===== config.mk =====
export PLATFORM = sky130hd
export DESIGN_NAME = oam_dma
export DESIGN_NICKNAME = d
export VERILOG_FILES = /design/src/rtl/oam_dma.sv
export SDC_FILE = /design/constraint.sdc
export NUM_CORES = 1
export LEC_CHECK = 0
export ABC_CLOCK_PERIOD_IN_PS = 1500
export BUFFER_PORTS_ARGS = -buffer_cell sky130_fd_sc_hd__buf_2
export CAP_MARGIN = 20
export CORE_AREA = 3 3 74 62
export DETAILED_ROUTE_END_ITERATION = 16
export DIE_AREA = 0 0 77 65
export GPL_TIMING_DRIVEN = 0
export MAX_ROUTING_LAYER = met4
export PLACE_DENSITY = 0.7
export SETUP_SLACK_MARGIN = 0.02
export SLEW_MARGIN = 20
export SYNTH_ARGS = -nofsm -noshare
export SYNTH_HDL_FRONTEND = slang
export SYNTH_SLANG_ARGS = --single-unit

===== constraint.sdc =====
create_clock -name I_clock -period 1.5 [get_ports I_clock]
set_clock_uncertainty 0.2 [all_clocks]
set_input_delay 0.15 -clock I_clock [delete_from_list [all_inputs] [get_ports I_clock]]
set_output_delay 0.15 -clock I_clock [all_outputs]
set_load 0.05 [all_outputs]

===== src/rtl/oam_dma.sv =====
// -----------------------------------------------------------------------------
// oam_dma
//
// Sprite (OAM) DMA engine. A CPU write of the page number to P_TRIGGER_ADDR
// halts the CPU and copies 256 bytes from {page, 8'h00}..{page, 8'hFF} to
// P_TARGET_ADDR, one read cycle followed by one write cycle per byte. Reads
// only happen on "get" cycles (put=0) and writes only on "put" cycles
// (put=1); when the CPU's first halted read lands on the wrong parity, one
// ALIGN cycle (forwarded CPU dummy read) is inserted.
//
// Ports
//   I_clock        system clock
//   I_reset        synchronous reset, active low
//   I_cycle        one-clock strobe on the last clock of each CPU bus cycle
//   I_cpu_addr     CPU bus address
//   I_cpu_wr_data  CPU write data
//   I_cpu_rdwr     CPU direction, 1 = read
//   I_bus_rd_data  read data returned by the system bus
//   O_bus_addr     address driven to the system bus
//   O_bus_wr_data  write data driven to the system bus
//   O_bus_rdwr     direction driven to the system bus, 1 = read
//   O_cpu_ready    CPU ready (0 = CPU halted)
//   O_busy         high whenever a transfer is pending or running
// -----------------------------------------------------------------------------
module oam_dma #(
    parameter logic [15:0] P_TRIGGER_ADDR = 16'h4014,
    parameter logic [15:0] P_TARGET_ADDR  = 16'h2004
) (
    input  logic        I_clock,
    input  logic        I_reset,
    input  logic        I_cycle,
    input  logic [15:0] I_cpu_addr,
    input  logic [7:0]  I_cpu_wr_data,
    input  logic        I_cpu_rdwr,
    input  logic [7:0]  I_bus_rd_data,
    output logic [15:0] O_bus_addr,
    output logic [7:0]  O_bus_wr_data,
    output logic        O_bus_rdwr,
    output logic        O_cpu_ready,
    output logic        O_busy
);

    typedef enum logic [2:0] {
        S_IDLE,
        S_HALT,
        S_ALIGN,
        S_READ,
        S_WRITE
    } state_e;

    state_e      state_q, state_d;
    logic        put_q,   put_d;
    logic [7:0]  page_q,  page_d;
    logic [7:0]  idx_q,   idx_d;
    logic [7:0]  data_q,  data_d;

    // State and datapath registers
    always_ff @(posedge I_clock) begin
        if (!I_reset) begin
            state_q <= S_IDLE;
            put_q   <= 1'b0;
            page_q  <= '0;
            idx_q   <= '0;
            data_q  <= '0;
        end else begin
            state_q <= state_d;
            put_q   <= put_d;
            page_q  <= page_d;
            idx_q   <= idx_d;
            data_q  <= data_d;
        end
    end

    // Next-state logic: everything advances only on the cycle strobe
    always_comb begin
        state_d = state_q;
        put_d   = put_q;
        page_d  = page_q;
        idx_d   = idx_q;
        data_d  = data_q;
        if (I_cycle) begin
            put_d = ~put_q;
            unique case (state_q)
                S_IDLE: begin
                    if (!I_cpu_rdwr && (I_cpu_addr == P_TRIGGER_ADDR)) begin
                        page_d  = I_cpu_wr_data;
                        idx_d   = '0;
                        state_d = S_HALT;
                    end
                end
                S_HALT: begin
                    // CPU only actually stops on a read. The next cycle has
                    // parity ~put_q; a read needs put=0 there, otherwise burn
                    // one ALIGN cycle first.
                    if (I_cpu_rdwr) begin
                        state_d = put_q ? S_READ : S_ALIGN;
                    end
                end
                S_ALIGN: begin
                    state_d = S_READ;
                end
                S_READ: begin
                    data_d  = I_bus_rd_data;
                    state_d = S_WRITE;
                end
                S_WRITE: begin
                    idx_d   = idx_q + 8'd1;
                    state_d = (idx_q == 8'hFF) ? S_IDLE : S_READ;
                end
                default: begin
                    state_d = S_IDLE;
                end
            endcase
        end
    end

    // Output decode from registered state
    always_comb begin
        O_bus_addr    = I_cpu_addr;
        O_bus_wr_data = I_cpu_wr_data;
        O_bus_rdwr    = I_cpu_rdwr;
        O_cpu_ready   = (state_q == S_IDLE);
        O_busy        = (state_q != S_IDLE);
        unique case (state_q)
            S_READ: begin
                O_bus_addr = {page_q, idx_q};
                O_bus_rdwr = 1'b1;
            end
            S_WRITE: begin
                O_bus_addr    = P_TARGET_ADDR;
                O_bus_wr_data = data_q;
                O_bus_rdwr    = 1'b0;
            end
            default: begin
            end
        endcase
    end

endmodule

==> summary.txt <==
Status
  – Status: complete, but fails checks
  – Violated checks: setup timing

Global routing
  – Initial antenna violation count: 0
  – Grt ovf: 0
  – Largest net degree at the start of global routing: 16
  – GRT Util Overall: 26.4%
  – First-pass GRT wire length: 10,200 um
  – Vias in the first global route: 2,021

Floorplanning
  – Core ar.: 3830 um^2
  – Die area: 5010 um^2
  – IO Pins: 63
  – Die W: 77 um
  – Initial Utilization: 41.4%
  – Die Y: 65 um
  – Row count: 20

Routing
  – DR DRC count: 0
  – Detailed router's first-iteration violation count: 335
  – Routed len/inst: 18.8 um
  – Pre-antenna DRT Iters: 7
  – Post-Route WL: 6900 um
  – Vias/cell: 5.92
  – Via count: 2,173
  – Post-route ant nets: 0

Worst setup path
  – Crit path kind: reg -> out
  – CP Capture Type: output pin
  – Required time of the critical path: 1150 ps
  – CP max FO: 5
  – Startpoint types: flop
  – CP Data Arrival Time: 1660 ps

Synth
  – Avg Cell Area, Syn: 7.58 um^2
  – Mux cell area share after synthesis: 1.26%
  – YS warnings: 0
  – Largest family of logic cells by synthesized area: simple AND/OR/NAND/NOR gates
  – Seq/Total Area, Yosys: 35.4%
  – Cell area after synthesis: 1580 um^2
  – Post-Synth XOR/XNOR Area: 0.553%
  – Unique cell type count in the Yosys netlist: 42
  – Async S/R FF share, synth: 0%
  – Syn_nets: 246
  – Synth Area in Compound Gates: 24.2%
  – Synthesized instance count: 209
  – Post-Synth Simple-Gate Area: 33.5%
  – Top_reg_cell synth: dfxtp_1
  – FF+latch count, synth: 28
  – Post-synth EDFFs: 0
  – Adder-Cell Fraction of Synth Area: 0.790%

Timing
  – Worst-margin pin slew: 735 ps
  – Fin crit share: 134%
  – Final Max Slew Viols: 0
  – Final setup fails: 51
  – RSZ-0062 raised after global routing: yes
  – Fmax achieved: 497 MHz
  – Post-layout worst setup margin: -514 ps
  – Slew margin rel.: 50.9%
  – Final Hold Viols: 0
  – Tmin final: 2010 ps

Cells and area
  – Area Growth Syn to Fin: 96.9%
  – Antenna diodes: 0
  – Final instance area: 3120 um^2
  – Fin util: 81.5%
  – Share of cells above drive strength 1: 55.1%
  – Final-stage net count: 350

Clock tree
  – Clock Latency Late Sink: 280 ps
  – TritonCTS Buffers: 3
  – TritonCTS clock tree: yes
  – Clock slew at reported path FFs: 100 ps
  – Clock root buffer: clkbuf_8
  – CTS max path bufs: 2
  – Htree depth: 1
  – CTS Sinks: 28

Placed design
  – Routability congestion estimate: 0.939
  – DP Area: 2210 um^2
  – IO Port Bufs: 62
  – Post-DP HPWL: 3830 um

Power
  – Pwr dens: 544 nW/um^2
  – VDD IR max: 0.427 mV
  – Leak Pwr: 1.24 nW

Flow run
  – Max cap viols: 0

Worst hold path
  – Worst hold path type: in -> reg
==> cell usage after synthesis, types with 3 or more instances <==
cell type	number	area [um^2]
and4_1	3	26.3
a21oi_1	19	95.1
dfxtp_1	28	561
nand4b_1	3	26.3
o21ai_0	10	50.1
a22o_1	14	123
nand4_1	4	25.0
nand3_1	18	90.1
nor2_1	7	26.3
buf_2	4	20.0
nand2_1	49	184
o22ai_1	3	18.8
clkbuf_1	8	30.0
==> power breakdown <==
group	leakage, nW	internal (mW)	total, mW	switching (mW)
combinational	0.981	0.211	0.472	0.261
clock	0.0288	0.236	0.494	0.259
sequential	0.233	0.729	0.731	0.00181
total	1.24	1.18	1.70	0.522
==> cells in the final DEF, fill, tap and decap left out, types with 11 or more instances in the layout <==
cell type,instances
dlygate4sd3_1,17
buf_4,16
buf_2,35
nand3_1,11
dfxtp_1,19
nand2_1,33
a22o_4,14
a21oi_2,11
buf_8,24
==> cell type report <==
cell class	count	area, um^2
Inverter	3	18.8
Tap cell	55	68.8
Fill cell	226	709
Buffer	12	106
Clock buffer	4	55.1
Multi-Input combinational cell	166	1360
Timing Repair Buffer	99	915
Sequential cell	28	594
==> registers in the layout (all words and copies together) (netlist names) <==
signal and count:
data_q 8, state_q 3, page_q 8, idx_q 8
put_q 1
==> routing by layer <==
metal,wire [um],vias to the layer above,track usage [%]
met3,521,19,4.31
met1,2910,1047,34.2
li1,-,979,-
met4,124,0,6.22
met2,3340,128,43.6
met5,0,-,-
==> through the flow <==
step	setup slack (ps)	setup TNS, ps	hold WS, ps	instances	total power, mW
global placement	-521	-18390	194	326	1.10
finish	-514	-18260	42.2	367	1.70
CTS	-455	-15060	19.7	363	1.68
detailed placement	-549	-19100	196	326	1.10
floorplan	-241	-5580	86.0	209	0.990
global route	-538	-20670	34.6	367	1.75
==> critical path: stages, from the launching register on <==
cell and delay, ps:
dfxtp_4 380, and3b_1 190, buf_6 130, nor2_4 220, clkbuf_16 210, a22o_4 120, buf_8 140
==> timing repair <==
item	in CTS	in global routing
gates resized for setup	113	45
endpoints found under the setup margin	54	53
hold buffers	17	0
setup buffers	15	4
pin swaps	12	16
endpoints found under the hold margin	17	0
cloned	2	0
==> kinds of logic after synthesis <==
| family | after synthesis |
|---|---|
| AOI/OAI and AO/OA | 58 |
| xor gates and xnor gates | 1 |
| adders and majority gates | 1 |
| buffers and inverters | 16 |
| DFF | 28 |
| muxes | 2 |
| and+or+nand+nor | 103 |
==> final timing paths <==
check | start | end | slack (ps) | cells past startpoint
worst max-delay path | state_q[1]$_SDFFE_PN0P_ | O_bus_addr[6] | -510 | 6
worst min-delay path | I_reset | idx_q[2]$_SDFFE_PN0P_ | 40 | 3
worst max register to register | state_q[2]$_SDFFE_PN0P_ | idx_q[2]$_SDFFE_PN0P_ | -430 | 6
worst min register to register | data_q[4]$_SDFFE_PN0P_ | data_q[4]$_SDFFE_PN0P_ | 280 | 2
(Power assumes the default switching activity.)
